[src/rtl/reg_bus_initiator.sv]
// reg_bus_initiator
//   Initiator side of the register-space rreq/rack/wreq bus. The block takes one host
//   command at a time and turns it into a single bus read or write toward a register
//   bank. It then returns the read data, or a write completion, on a response channel.
//
//   Error handling:
//   - An access that the bank never acknowledges ends with an error response when the
//     timeout expires.
//   - A misaligned address ends with an error response and makes no bus access.
//   - Error responses are counted in a saturating debug counter.
//
// Ports
//   clk, rst                       clock, synchronous active-high reset
//   cmd_vld/cmd_rdy                host command handshake (cmd_rdy high only in IDLE)
//   cmd_wr/cmd_addr/cmd_wdata      command kind, byte address, write data
//   rsp_vld/rsp_rdy                response handshake
//   rsp_wr/rsp_rdata/rsp_err       response kind, read data, error flag
//   err_cnt                        saturating count of accepted error responses
//   rreq_addr/rreq_vld/rreq_rdy    read request channel
//   rack_data/rack_vld/rack_rdy    read acknowledge channel (rack_rdy = state is RD)
//   wreq_addr/wreq_data/wreq_vld/wreq_rdy  write request channel
module reg_bus_initiator #(
  parameter int ADDR_W      = 16,
  parameter int DATA_W      = 32,
  parameter int TIMEOUT_CYC = 16,
  parameter int ERRCNT_W    = 8
) (
  input  logic                clk,
  input  logic                rst,
  input  logic                cmd_vld,
  output logic                cmd_rdy,
  input  logic                cmd_wr,
  input  logic [ADDR_W-1:0]   cmd_addr,
  input  logic [DATA_W-1:0]   cmd_wdata,
  output logic                rsp_vld,
  input  logic                rsp_rdy,
  output logic                rsp_wr,
  output logic [DATA_W-1:0]   rsp_rdata,
  output logic                rsp_err,
  output logic [ERRCNT_W-1:0] err_cnt,
  output logic [ADDR_W-1:0]   rreq_addr,
  output logic                rreq_vld,
  input  logic                rreq_rdy,
  input  logic [DATA_W-1:0]   rack_data,
  input  logic                rack_vld,
  output logic                rack_rdy,
  output logic [ADDR_W-1:0]   wreq_addr,
  output logic [DATA_W-1:0]   wreq_data,
  output logic                wreq_vld,
  input  logic                wreq_rdy
);

  localparam int TMO_W = (TIMEOUT_CYC > 2) ? $clog2(TIMEOUT_CYC) : 1;
  localparam logic [TMO_W-1:0]    TMO_LAST = TMO_W'(TIMEOUT_CYC - 1);
  localparam logic [TMO_W-1:0]    TMO_ONE  = TMO_W'(1);
  localparam logic [TMO_W-1:0]    TMO_ZERO = {TMO_W{1'b0}};
  localparam logic [ERRCNT_W-1:0] ERR_ONE  = ERRCNT_W'(1);
  localparam logic [ERRCNT_W-1:0] ERR_MAX  = {ERRCNT_W{1'b1}};
  localparam logic [DATA_W-1:0]   DATA_Z   = {DATA_W{1'b0}};
  localparam logic [ADDR_W-1:0]   ADDR_Z   = {ADDR_W{1'b0}};

  typedef enum logic [1:0] {
    IDLE = 2'd0,
    WR   = 2'd1,
    RD   = 2'd2,
    RSP  = 2'd3
  } state_t;

  state_t           state;
  logic [TMO_W-1:0] tmo_cnt;
  logic             rd_hs;
  logic             wr_hs;

  // The bank's read-ready is only a mirror of rack_vld && rack_rdy.
  // The handshake is therefore taken directly from the rack signals.
  logic unused_rreq_rdy;
  assign unused_rreq_rdy = rreq_rdy;

  assign cmd_rdy = (state == IDLE);
  assign rack_rdy = (state == RD);
  assign rd_hs = rreq_vld && rack_vld && rack_rdy;
  assign wr_hs = wreq_vld && wreq_rdy;

  // Command/bus/response sequencer with registered outputs and timeout tracking
  always_ff @(posedge clk) begin
    if (rst) begin
      state     <= IDLE;
      tmo_cnt   <= TMO_ZERO;
      rsp_vld   <= 1'b0;
      rsp_wr    <= 1'b0;
      rsp_rdata <= DATA_Z;
      rsp_err   <= 1'b0;
      err_cnt   <= {ERRCNT_W{1'b0}};
      rreq_addr <= ADDR_Z;
      rreq_vld  <= 1'b0;
      wreq_addr <= ADDR_Z;
      wreq_data <= DATA_Z;
      wreq_vld  <= 1'b0;
    end else begin
      case (state)
        IDLE: begin
          if (cmd_vld && cmd_rdy) begin
            rsp_wr <= cmd_wr;
            if (cmd_addr[1:0] != 2'b00) begin
              // Misaligned: answer straight away without touching the bus.
              rsp_vld   <= 1'b1;
              rsp_err   <= 1'b1;
              rsp_rdata <= DATA_Z;
              state     <= RSP;
            end else if (cmd_wr) begin
              wreq_addr <= cmd_addr;
              wreq_data <= cmd_wdata;
              wreq_vld  <= 1'b1;
              tmo_cnt   <= TMO_ZERO;
              state     <= WR;
            end else begin
              rreq_addr <= cmd_addr;
              rreq_vld  <= 1'b1;
              tmo_cnt   <= TMO_ZERO;
              state     <= RD;
            end
          end else begin
            state <= IDLE;
          end
        end
        WR: begin
          // A handshake in the last allowed cycle still counts as success.
          if (wr_hs) begin
            wreq_vld  <= 1'b0;
            rsp_vld   <= 1'b1;
            rsp_err   <= 1'b0;
            rsp_rdata <= DATA_Z;
            state     <= RSP;
          end else if (tmo_cnt == TMO_LAST) begin
            wreq_vld  <= 1'b0;
            rsp_vld   <= 1'b1;
            rsp_err   <= 1'b1;
            rsp_rdata <= DATA_Z;
            state     <= RSP;
          end else begin
            tmo_cnt <= tmo_cnt + TMO_ONE;
          end
        end
        RD: begin
          if (rd_hs) begin
            rreq_vld  <= 1'b0;
            rsp_vld   <= 1'b1;
            rsp_err   <= 1'b0;
            rsp_rdata <= rack_data;
            state     <= RSP;
          end else if (tmo_cnt == TMO_LAST) begin
            rreq_vld  <= 1'b0;
            rsp_vld   <= 1'b1;
            rsp_err   <= 1'b1;
            rsp_rdata <= DATA_Z;
            state     <= RSP;
          end else begin
            tmo_cnt <= tmo_cnt + TMO_ONE;
          end
        end
        RSP: begin
          // Response fields stay frozen until the host takes them.
          if (rsp_rdy) begin
            rsp_vld <= 1'b0;
            if (rsp_err && (err_cnt != ERR_MAX)) begin
              err_cnt <= err_cnt + ERR_ONE;
            end else begin
              err_cnt <= err_cnt;
            end
            state <= IDLE;
          end else begin
            state <= RSP;
          end
        end
        default: begin
          rreq_vld <= 1'b0;
          wreq_vld <= 1'b0;
          rsp_vld  <= 1'b0;
          state    <= IDLE;
        end
      endcase
    end
  end

endmodule

[config.mk]
export PLATFORM = sky130hd
export DESIGN_NAME = reg_bus_initiator
export DESIGN_NICKNAME = d
export VERILOG_FILES = /design/src/rtl/reg_bus_initiator.sv
export SDC_FILE = /design/constraint.sdc
export NUM_CORES = 1
export LEC_CHECK = 0
export CORE_MARGIN = 3
export CORE_UTILIZATION = 44
export DETAILED_ROUTE_END_ITERATION = 7
export GPL_ROUTABILITY_DRIVEN = 0
export PLACE_DENSITY = 0.94
export SYNTH_ARGS = -nofsm -noshare
export SYNTH_HDL_FRONTEND = slang
export SYNTH_SLANG_ARGS = --single-unit
[constraint.sdc]
create_clock -name clk -period 5 [get_ports clk]
set_clock_uncertainty 0.1 [all_clocks]
set_input_delay 0.75 -clock clk [delete_from_list [all_inputs] [get_ports clk]]
set_output_delay 0.75 -clock clk [all_outputs]
set_load 0.03 [all_outputs]
After elaboration in Yosys (flattened, before gate mapping) --
Index checks and enable logic that the tools add are counted.
Word-level totals: output and inout port bits 111, flip-flop bits (word level) 115, bits of input ports 88
Cells by class: equality and inequality tests 15, mux-type cells 42, $add $sub $neg 2, bitwise operators 2, reductions and logical operators 19
Operator list (count):
- 32-bit 2-to-1 mux | 5
- 32-bit one-hot mux with 3 select lines | 1
- 4-bit 2-to-1 mux | 5
- 1-bit 2-to-1 mux | 18
- 5-bit AND reduction | 3
- 2-bit 2-to-1 mux | 7
- 4-bit one-hot mux with 3 select lines | 1
- 2-bit inequality test (second input constant) | 5
- 3-bit AND reduction | 3
- 8-bit by 1-bit adder with 8-bit output (second input constant) | 1
- 8-bit inequality test (second input constant) | 1
- 2-bit one-hot mux with 4 select lines | 1
- 4-bit AND reduction | 2
- 2-bit by 1-bit inequality test with 1-bit output (second input constant) | 3
- 2-bit nonzero test | 3
- 1-bit logical AND | 5
- 4-bit by 1-bit adder with 4-bit output (second input constant) | 1
- 2-bit equality test (second input constant) | 2
- 4-bit equality test (second input constant) | 1
- 1-bit one-hot mux with 2 select lines | 2
- 1-bit one-hot mux with 4 select lines | 1
- 3-bit by 1-bit inequality test with 1-bit output (second input constant) | 1
- 3-bit inequality test (second input constant) | 1
- 1-bit one-hot mux with 3 select lines | 1
- other kinds (5) | 6

Depth between registers and ports, before layout --
Gate-level depths: netlist of run 1.
word-level depth 4, mapped depth 9, mapped depth without buffers 6

Least setup slack after synthesis of run 1 --
No wires, ideal clock.
path kind register -> register, start reg state[0], end reg rreq_addr[10], setup slack 2.701 ns, clock period less this slack 2.299 ns, cell stages (with the launch flop) 10, library setup time 0.132 ns, required time 4.768 ns, data arrival time 2.067 ns, path through dfxtp_1 > inv_1 > ha_1 > buf_2 > nand2_1 > or4_1 > clkbuf_1 > clkbuf_1 > nand2_1 > a21oi_1
Between the ends: longest elaborated chain between the ends 3
Ends and longest elaborated chain:
- start: declaration | line 69 | state_t state;
- start signal: assignment | line 87 | state <= IDLE;
- start signal: assignment | line 109 | state <= RSP;
- start signal: assignment | line 115 | state <= WR;
- 2-bit logical NOT * | line 79 | assign cmd_rdy = (state == IDLE);
- net cmd_rdy | line 31 | output logic cmd_rdy,
- 1-bit logical AND | line 102 | if (cmd_vld && cmd_rdy) begin
- 4-bit AND reduction (no line) *
- end signal: assignment | line 117 | rreq_addr <= cmd_addr;
- end: declaration | line 41 | output logic [ADDR_W-1:0] rreq_addr,
Mark *: on every way through the listed nets, which the timed path passes. The rest lies on a longest branch. A chain may end at the register's enable or synchronous reset.

Final worst setup path of run 1 --
start in cmd_addr[0], end reg rsp_rdata[29]
Between the ends: longest elaborated chain between the ends 3
Ends and longest elaborated chain:
- start: declaration | line 33 | input logic [ADDR_W-1:0] cmd_addr,
- 2-bit nonzero test | line 104 | if (cmd_addr[1:0] != 2'b00) begin
- 2-bit by 1-bit inequality test with 1-bit output (no line)
- 3-bit AND reduction (no line)
- end signal: assignment | line 149 | rsp_rdata <= rack_data;
- end: declaration | line 38 | output logic [DATA_W-1:0] rsp_rdata,
No other way between the ends.

==> out/qor.yml, run 1 <==
sta:
  setup_viol: 0
  fin_setup_tns_ns: 0
  maxSlewHeadroom_pct: 24.2
  finalHoldViolCount: 0
  min_period_over_period_pct: 62.6
  hold_ws_ns: 0.353
  fmaxAchievable_mhz: 320
  worst_pin_slew_ns: 1.14
  rsz0062_at_grt: "false"
  layout_min_cycle_time_ns: 3.13
  finalMaxSlewViolations: 0
placement:
  dpl.hpwl_um: 9730
  port_buffers: 197
clock_tree:
  postCtsSetupBuffers: 0
  clk_path_buf_depth: 2
  htree_levels: 4
  clkLatencyLatePin_ns: 0.49
  cts_tree: "done"
  cts_sinks: 115
  cts-resized-gates: 0
  cts-buffers-inserted: 17
  cts-hold-fix-buffers: 0
  clk_pin_slew_ns: 0.06
  clock-root-buffer: "clkbuf_8"
setup_path:
  ff2ff_setup_slack_ns: 2.04
  cp_slowest_cell: "and4b_1"
  crit_type: "in2reg"
  worstPathRequired_ns: 5.33
  critPathBufInv: 1
  startpoint_type: "input pin"
  path_cells: "clkdlybuf4s50_1 -> o21ai_1 -> a21oi_1 -> and4b_1 -> a22o_1"
  r2r-end: "rsp_rdata[29]"
  crit_start: "cmd_addr[0]"
  r2r_cells: 5
  arrival_ns: 3.46
  max_stage_delay_ns: 1.06
  crit_path_end_kind: "flip-flop"
  cp_max_fo: 31
  crit_family: "simple AND/OR/NAND/NOR gates"
  r2r-start: "state[0]"
  cp.depth: 5
  endpoint: "rsp_rdata[29]"
drt:
  wl_um: 13400
  routed_via_density: 5.27
  drc: 0
  dr.pass1.iters: 5
  wl_per_cell_um: 16.4
  ant_nets: 0
  drt_iter0_drc: 224
  routed-via-count: 4304
synth:
  seq_area_frac_synth_pct: 53.4
  synthesis.nets: 583
  syn_avg_cell_area_sq_um: 8.87
  synth_most_common_cell: "nand2_1"
  ys_warn_count: 0
  synth-main-ff-cell: "dfxtp_1"
  synth_edf_count: 0
  yosys-top-cells-count: "nand2_1 (132), dfxtp_1 (115), a21oi_1 (76)"
  synth_cell_type_count: 46
  synthCells: 486
  ys_ff_latch: 115
  synth_top_area_cell: "dfxtp_1"
  netlist_area_sq_um: 4310
  synth_top_cell_area_share_pct: 53.4
  async_reset_ff_share_pct: 0
  yosys-top-cells-area: "dfxtp_1 (53%), nand2_1 (11%), a21oi_1 (8.8%)"
die:
  ios: 199
  die_w_um: 105
  die_h_um: 105
  start_util_pct: 46.0
  rows: 35
  dieArea_sq_um: 11000
  core_sq_um: 9370
layout:
  drive_above_1_share_pct: 6.26
  fin_nets: 771
  fillCellCount: 670
  synthToLayoutAreaGrowth_pct: 61.3
  diodes: 0
power_and_ir_drop:
  p_seq_share_pct: 36.9
  intPower_w: 0.00191
  clockPowerShare_pct: 44.0
  switching_power_w: 0.000764
  power_density_nw_per_um2: 384
  p_sw_share_pct: 28.6
  total_leakage_power_nw: 2.48
  comb_power_share_pct: 19.2
  total_power_w: 0.00267
  peakVddDrop_v: 0.000252
global_route:
  grt_pass1_vias: 4422
  overflow: 0
  antenna_found_initial: 0
  grt_pass1_wl_um: 21800
  grtUsageTotal_pct: 24.4
  grt_max_degree: 80
run:
  max-cap-violations: 0
hold_path:
  hold_class: "reg2reg"
outcome:
  run_status: "completed"
kinds of logic (layout without fill, tap and decap cells):
| kind of cell | Yosys count | in the layout | share of synthesized area, % |
|---|---|---|---|
| muxes | 3 | 3 | 0.726 |
| DFF | 115 | 115 | 53.4 |
| buffers and inverters | 39 | 240 | 3.57 |
| and+or+nand+nor | 181 | 181 | 18.4 |
| xor gates and xnor gates | 2 | 2 | 0.406 |
| adders and majority gates | 9 | 9 | 2.61 |
| AOI/OAI and AO/OA | 137 | 137 | 20.8 |
per-layer routing:
metal	vias to the layer above	track usage, %	share of wire (%)
li1	2080	-	-
met1	1968	27.5	39
met2	224	40.4	47
met3	32	10.3	11
met4	0	10.3	2.9
met5	-	0	0
state kept, by name, summed over array words and instances (netlist names), 2 cells and up:
name / count
err_cnt: 8
rreq_addr: 16
rsp_rdata: 32
state: 2
tmo_cnt: 4
wreq_addr: 16
wreq_data: 32
placed cells by master (no fill, tap or decap), types with 4 or more instances in the layout:
master | netlist | routed
clkdlybuf4s50_1 | 0 | 196
nand2_1 | 132 | 132
dfxtp_1 | 115 | 115
a21oi_1 | 76 | 75
a22o_1 | 31 | 31
clkbuf_16 | 0 | 16
nor2_1 | 13 | 13
ha_1 | 9 | 9
inv_1 | 8 | 8
nand3_1 | 6 | 6
nand4_1 | 5 | 5
and3_1 | 5 | 5
o21ai_0 | 5 | 5
inv_6 | 0 | 5
a211oi_1 | 4 | 4
nor3b_1 | 4 | 4
tightest hold or removal path, stage by stage (launching register included):
cell,delay [ns]
dfxtp_1,0.30
nand2_1,0.05
a21oi_1,0.05
power by group through the flow:
stage	combinational, W	clock, W	sequential [W]
final	0.000512	0.00118	0.000985
after global routing	0.000558	0.00124	0.000991
after CTS	0.000510	0.00119	0.000985
after detailed placement	0.000508	0	0.00100
after global placement	0.000487	0	0.00100
after floorplan	0.000251	0	0.00105
worst min path at each step:
stage | cells past startpoint | endpoint | startpoint | slack, ns
2_1_floorplan | 2 | tmo_cnt[1] | tmo_cnt[1] | 0.36
3_3_place_gp | 2 | wreq_data[17] | wreq_data[17] | 0.34
3_5_place_dp | 2 | wreq_data[20] | wreq_data[20] | 0.35
4_1_cts | 2 | wreq_data[20] | wreq_data[20] | 0.35
5_1_grt | 2 | rreq_addr[10] | rreq_addr[10] | 0.37
6_report | 2 | wreq_data[20] | wreq_data[20] | 0.35
per-stage QoR:
step	cell area (sq um)	utilization, %	std cells	worst slack (ns)
2_1_floorplan	4310	-	486	2.70
5_1_grt	6950	74.2	816	1.75
6_report	6950	74.2	816	1.87
4_1_cts	6950	74.1	816	1.83
3_5_place_dp	6360	67.9	784	1.50
3_3_place_gp	6360	67.9	784	1.67
area by class of cell:
cell class	instances	area, sq um	area share (%)
timing repair buffer	200	1990	28.6
clock inverter	13	146	2.11
tap	129	161	2.32
sequential	115	2300	33.1
multi-input combinational	332	1880	27.1
clock buffer	19	442	6.35
inverter	8	30.0	0.432
Note: power is estimated with default switching activity, not from simulation.
==> run 2, diff against run 1 <==
Settings changed: CORE_UTILIZATION 44 to 41, PLACE_DENSITY 0.94 to 0.89.
Clock period 5 ns to 3.22 ns, I/O delays scaled along.
==> run 2 against run 1 <==
Critical path depth decreased by 2. Die area up 6.9%. Combinational power grew 56%. Final cell count up 0.98%. Sequential share of layout area about the same. Register-to-register slack worse by 1.4 ns. Critical endpoint is now cmd_rdy. Largest power group unchanged.
==> out/qor.yml, run 2 (synthesis gave the netlist of run 1 again) <==
power_and_ir_drop:
  p_seq_share_pct: 37.7
  power_density_nw_per_um2: 583
  p_sw_share_pct: 28.3
  intPower_w: 0.00291
  peakVddDrop_v: 0.000309
  comb_power_share_pct: 19.7
  clockPowerShare_pct: 42.6
  total_leakage_power_nw: 2.49
  switching_power_w: 0.00115
hold_path:
  hold_class: "in2reg"
  min_path_cells: 2
  worstHoldStart: "rst"
setup_path:
  worstPathRequired_ns: 2.64
  arrival_ns: 2.24
  r2r_cells: 6
  crit_path_end_kind: "primary output"
  cp_max_fo: 11
  r2r-start: "state[1]"
  crit_start: "state[1]"
  startpoint_type: "flip-flop"
  crit_type: "reg2out"
layout:
  fillCellCount: 755
  register_area_sq_um: 2300
  fin_nets: 776
  stdcell_area_sq_um: 6960
  synthToLayoutAreaGrowth_pct: 61.4
  most-common-layout-cells: "clkdlybuf4s50_1 (196), nand2_1 (132), dfxtp_1 (115)"
  multi_input_area_sq_um: 1880
  fin_util_pct: 69.6
  diodes: 0
  reg_top3: "rsp_rdata x32, wreq_data x32"
  drive_above_1_share_pct: 6.66
  mostFrequentLayoutCell: "clkdlybuf4s50_1"
sta:
  min_period_over_period_pct: 87.7
  layout_min_cycle_time_ns: 2.82
  setup_slack_ns: 0.395
  rsz0062_at_grt: "false"
  setup_viol: 0
  worst_pin_slew_ns: 0.539
  finalMaxSlewViolations: 0
  maxSlewHeadroom_pct: 64.1
  finalHoldViolCount: 0
  fmaxAchievable_mhz: 354
  fin_setup_tns_ns: 0
global_route:
  use_met2_pct: 36.8
  grtUsageTotal_pct: 21.8
  grt_pass1_wl_um: 20300
  grt_util_met3_pct: 9.37
  grt_pass1_vias: 4278
  overflow: 0
  antenna_found_initial: 0
  grt_max_degree: 48
  grtUsageMet1_pct: 24.5
  grt_busiest_layer: "met2"
drt:
  ant_nets: 0
  routed_via_density: 5.16
  drt_iter0_drc: 289
  wl_um: 12900
  routed-via-count: 4248
  dr.pass1.iters: 6
  drc: 0
  wl_per_cell_um: 15.7
die:
  rows: 36
  die_h_um: 109
  die_w_um: 109
  core_sq_um: 10000
  start_util_pct: 43.1
  dieArea_sq_um: 11800
  ios: 199
clock_tree:
  htree_levels: 4
  clkLatencyLatePin_ns: 0.48
  postCtsSetupBuffers: 0
  cts_sinks: 115
  clock-root-buffer: "clkbuf_8"
  cts_tree: "done"
  cts-buffers-inserted: 17
  cts-hold-fix-buffers: 0
  cts-resized-gates: 0
  clk_pin_slew_ns: 0.06
  clk_path_buf_depth: 2
outcome:
  run_status: "completed"
run:
  max-cap-violations: 0
placement:
  dp_slack_ns: 0.459
  dpl.hpwl_um: 9350
  port_buffers: 197
  place_area_sq_um: 6400
[run 2: power by group through the flow]
stage | Clock [W] | Combinational [W] | Sequential, W
after floorplan | 0 | 0.000390 | 0.00163
after global placement | 0 | 0.000769 | 0.00155
after detailed placement | 0 | 0.000796 | 0.00156
after CTS | 0.00176 | 0.000801 | 0.00153
after global routing | 0.00183 | 0.000872 | 0.00154
final | 0.00173 | 0.000799 | 0.00153
[run 2: final cells by class]
class / instances / area share [%]
clock buffer: 18 / 6.01
clock inverter: 13 / 1.98
inverter: 8 / 0.432
multi-input combinational: 332 / 27.0
sequential: 115 / 33.1
tap: 133 / 2.39
timing repair buffer: 205 / 29.1
[run 2: path summary, 6_finish.rpt]
check	to	slack, ns
worst max-delay path	cmd_rdy	0.40
worst min-delay path	tmo_cnt[1]	0.20
worst max register to register	rreq_vld	0.68
worst min register to register	wreq_data[30]	0.35
[run 2: per-layer routing]
layer	vias up	part of all wire [%]
met2	191	47
met1	1963	41
met4	0	0.98
met3	10	11
met5	-	0
li1	2084	-
[run 2: critical path, cell delays in order, from the launching register on]
cell	delay (ns)
dfxtp_1	0.35
inv_1	0.15
ha_1	0.45
clkdlybuf4s50_1	0.80
[run 2: stage by stage]
stage / total power, W / hold WS [ns] / instances
2_1_floorplan: 0.00202 / 0.362 / 486
3_3_place_gp: 0.00232 / 0.342 / 793
3_5_place_dp: 0.00235 / 0.347 / 793
4_1_cts: 0.00409 / 0.160 / 824
5_1_grt: 0.00424 / 0.188 / 824
6_report: 0.00406 / 0.202 / 824
==> run 3, diff against run 2 <==
Settings changed: CAP_MARGIN set to 10.
==> results of run 3 <==
The final DEF is identical to that of run 2; final timing and power are the same.
==> RTL edit, RTL diff (config.mk and constraints of run 3) <==
The 4 states of `state_t` get a Gray code encoding in 2 bits.
--- a/src/rtl/reg_bus_initiator.sv
+++ b/src/rtl/reg_bus_initiator.sv
@@ -60,10 +60,10 @@
   localparam logic [ADDR_W-1:0]   ADDR_Z   = {ADDR_W{1'b0}};
 
   typedef enum logic [1:0] {
-    IDLE = 2'd0,
-    WR   = 2'd1,
-    RD   = 2'd2,
-    RSP  = 2'd3
+    IDLE = 2'b00,
+    WR   = 2'b01,
+    RD   = 2'b11,
+    RSP  = 2'b10
   } state_t;
 
   state_t           state;
Check against the original RTL: same outputs for any inputs over 4 cycles, from zero or initial values and one cycle with rst high; so few cycles prove little.
==> RTL edit against run 3 <==
Area after synthesis is 2.7% lower; final area decreased by 1.9%; synthesized cell count fell by 3.7%; non-clock buffer count shrank 1; routed wire length decreased by 1.0%; sequential cell count did not move; register-to-register slack better by 0.47 ns; die area decreased by 2.6%; worst setup slack better by 0.077 ns; sequential share of layout area grew 0.62 points.
Power is not compared: it rests on default switching activity, and its combinational part moved more than twofold at a synthesized area within 25%.
==> RTL edit: results (changes against run 3) <==
| Step | Result | Value | Delta |
|---|---|---|---|
| synthesis | Leading post-synthesis cells by instance count | 137 x sky130_fd_sc_hd__nand2_1, 115 x sky130_fd_sc_hd__dfxtp_1, 72 x sky130_fd_sc_hd__a21oi_1, 29 x sky130_fd_sc_hd__a22o_1 | was 132 x sky130_fd_sc_hd__nand2_1, 115 x sky130_fd_sc_hd__dfxtp_1, 76 x sky130_fd_sc_hd__a21oi_1, 31 x sky130_fd_sc_hd__a22o_1, 25 x sky130_fd_sc_hd__clkbuf_1 |
| grt | First-pass GRT wire length | 20.6 mm | was 20.3 mm |
| placed design | HPWL Detailed | 9.06 mm | was 9.35 mm |
| critical path | Count of cells along the worst register-to-register path | 5 | was 6 |
| synthesis | Complex-gate fraction of the synthesized area | 19.2% | was 20.8% |
| finish | Fillers | 737 | was 755 |
| synthesis | Number of warning messages in the yosys log | 0 | unchanged |
| synthesis | Adder and majority cell fraction of the synthesized area | 0.597% | was 2.61% |
| synthesis | Cell type with the highest aggregate area in the netlist | sky130_fd_sc_hd__dfxtp_1 | unchanged |
| finish | Number of nets in the layout | 749 | was 776 |
| power | Worst voltage drop across the vdd grid | 355 uV |  |
| synthesis | Xor and xnor area share after synthesis | 1.25% | was 0.406% |
| critical path | Maximum single-stage delay on the critical path | 0.71 ns | was 0.80 ns |
| finish | Layout cell share with drive strength beyond 1 | 7.59% | was 6.66% |
| detailed routing | Detailed Route Iter0 Violations | 210 | was 289 |
| placed design | Instance area at placement | 0.00623 sq mm | was 0.00640 sq mm |
| grt | Antenna violations before repair | 0 | unchanged |
| grt | Total track usage | 22.5% | was 21.8% |
| synthesis | Synthesized net count | 558 | was 583 |
| critical path | Slack of the worst reg-to-reg path | 1.15 ns | was 0.68 ns |
| finish | Biggest registers after layout | rsp_rdata x32, wreq_data x32 | unchanged |
| synthesis | Portion of the post-synthesis area used by sequential elements | 54.9% | was 53.4% |
| sta | Final Hold Slack | 0.227 ns | was 0.202 ns |
| critical path | Arrival time at the worst endpoint | 2.16 ns | was 2.24 ns |
| synthesis | Largest cells by area after synthesis | sky130_fd_sc_hd__dfxtp_1 55%, sky130_fd_sc_hd__nand2_1 12%, sky130_fd_sc_hd__a21oi_1 8.6% | was sky130_fd_sc_hd__dfxtp_1 53%, sky130_fd_sc_hd__nand2_1 11%, sky130_fd_sc_hd__a21oi_1 8.8% |
| detailed routing | Aggregate routed wire length | 12.8 mm | was 12.9 mm |
| synthesis | Number of library cell types mapped by synthesis | 43 | was 46 |
| sta | Relative slew slack | 63.6% | was 64.1% |
| grt | Maximum number of pins on one net before global-route repair | 47 | was 48 |
| detailed routing | Total iterations of the first detailed-routing run | 5 | was 6 |
| critical path | Largest driver fanout on the critical path | 14 | was 11 |
| status | Result of the run | complete, no violations | unchanged |
| synthesis | Share of synthesized area spent on multiplexers | 0.716% | was 0.726% |
| grt | Number of global-route vias before repair | 4,237 | was 4,278 |
| detailed routing | Post-DR vias/cell | 5.14 | was 5.16 |
[RTL edit: cell types whose count changed in the layout (fill, tap and decap cells not counted), moves of 3 or more]
| cell | run 3 | this run |
|---|---|---|
| sky130_fd_sc_hd__and3_1 | 5 | 1 |
| sky130_fd_sc_hd__nand2_1 | 132 | 137 |
| sky130_fd_sc_hd__nand4_1 | 5 | 0 |
| sky130_fd_sc_hd__inv_1 | 8 | 3 |
| sky130_fd_sc_hd__clkinv_4 | 3 | 6 |
| sky130_fd_sc_hd__a21boi_0 | 3 | 0 |
| sky130_fd_sc_hd__a22oi_1 | 0 | 3 |
| sky130_fd_sc_hd__a21oi_1 | 75 | 72 |
| sky130_fd_sc_hd__a2111oi_0 | 3 | 0 |
| sky130_fd_sc_hd__ha_1 | 9 | 2 |
| sky130_fd_sc_hd__xnor2_1 | 1 | 5 |
[RTL edit: cell type report]
class / instances / area share, %
clock buffer: 17 / 6.07
clock inverter: 15 / 2.68
tap: 133 / 2.44
inverter: 3 / 0.165
timing repair buffer: 204 / 29.8
sequential: 115 / 33.7
multi-input combinational: 318 / 25.2
[RTL edit: logic make-up (layout without fill, tap and decap cells)]
group,after synthesis,count (layout)
simple gates,182,182
xor+xnor,6,6
mux,3,3
flops,115,115
fa+ha+maj,2,2
buf+inv,35,239
compound gates,125,125
[RTL edit: final timing paths]
kind,from,endpoint
setup / recovery,state[0],rack_rdy
hold / removal,rst,rsp_wr
setup reg to reg,state[0],rreq_addr[7]
hold reg to reg,wreq_data[17],wreq_data[17]
[RTL edit: worst reg2reg max path, cell delays in order, from the launching register on]
cell and delay [ns]:
sky130_fd_sc_hd__dfxtp_1 0.46, sky130_fd_sc_hd__or3b_4 0.50, sky130_fd_sc_hd__nor3_4 0.36, sky130_fd_sc_hd__buf_4 0.26
sky130_fd_sc_hd__nand2_1 0.08, sky130_fd_sc_hd__a21oi_1 0.22
[RTL edit: stage by stage]
step | setup slack (ns) | instances
floorplan | 1.40 | 468
global placement | 0.763 | 773
detailed placement | 0.721 | 773
CTS | 0.479 | 805
global route | 0.338 | 805
finish | 0.473 | 805
[RTL edit: where the power goes]
group          leakage [nW]  internal [W]  total, W  switching [W]
Clock                 0.292       0.00119   0.00187       0.000684
Combinational          1.20      0.000160  0.000311       0.000151
Sequential            0.929       0.00145   0.00147      0.0000200
[RTL edit: layer usage]
layer	GRT usage, %	part of all wire, %	vias to the layer above
li1	-	-	1984
met1	25.4	40	1970
met2	39.8	52	161
met3	5.96	5.8	24
met4	9.32	2.3	0
met5	0	0	-
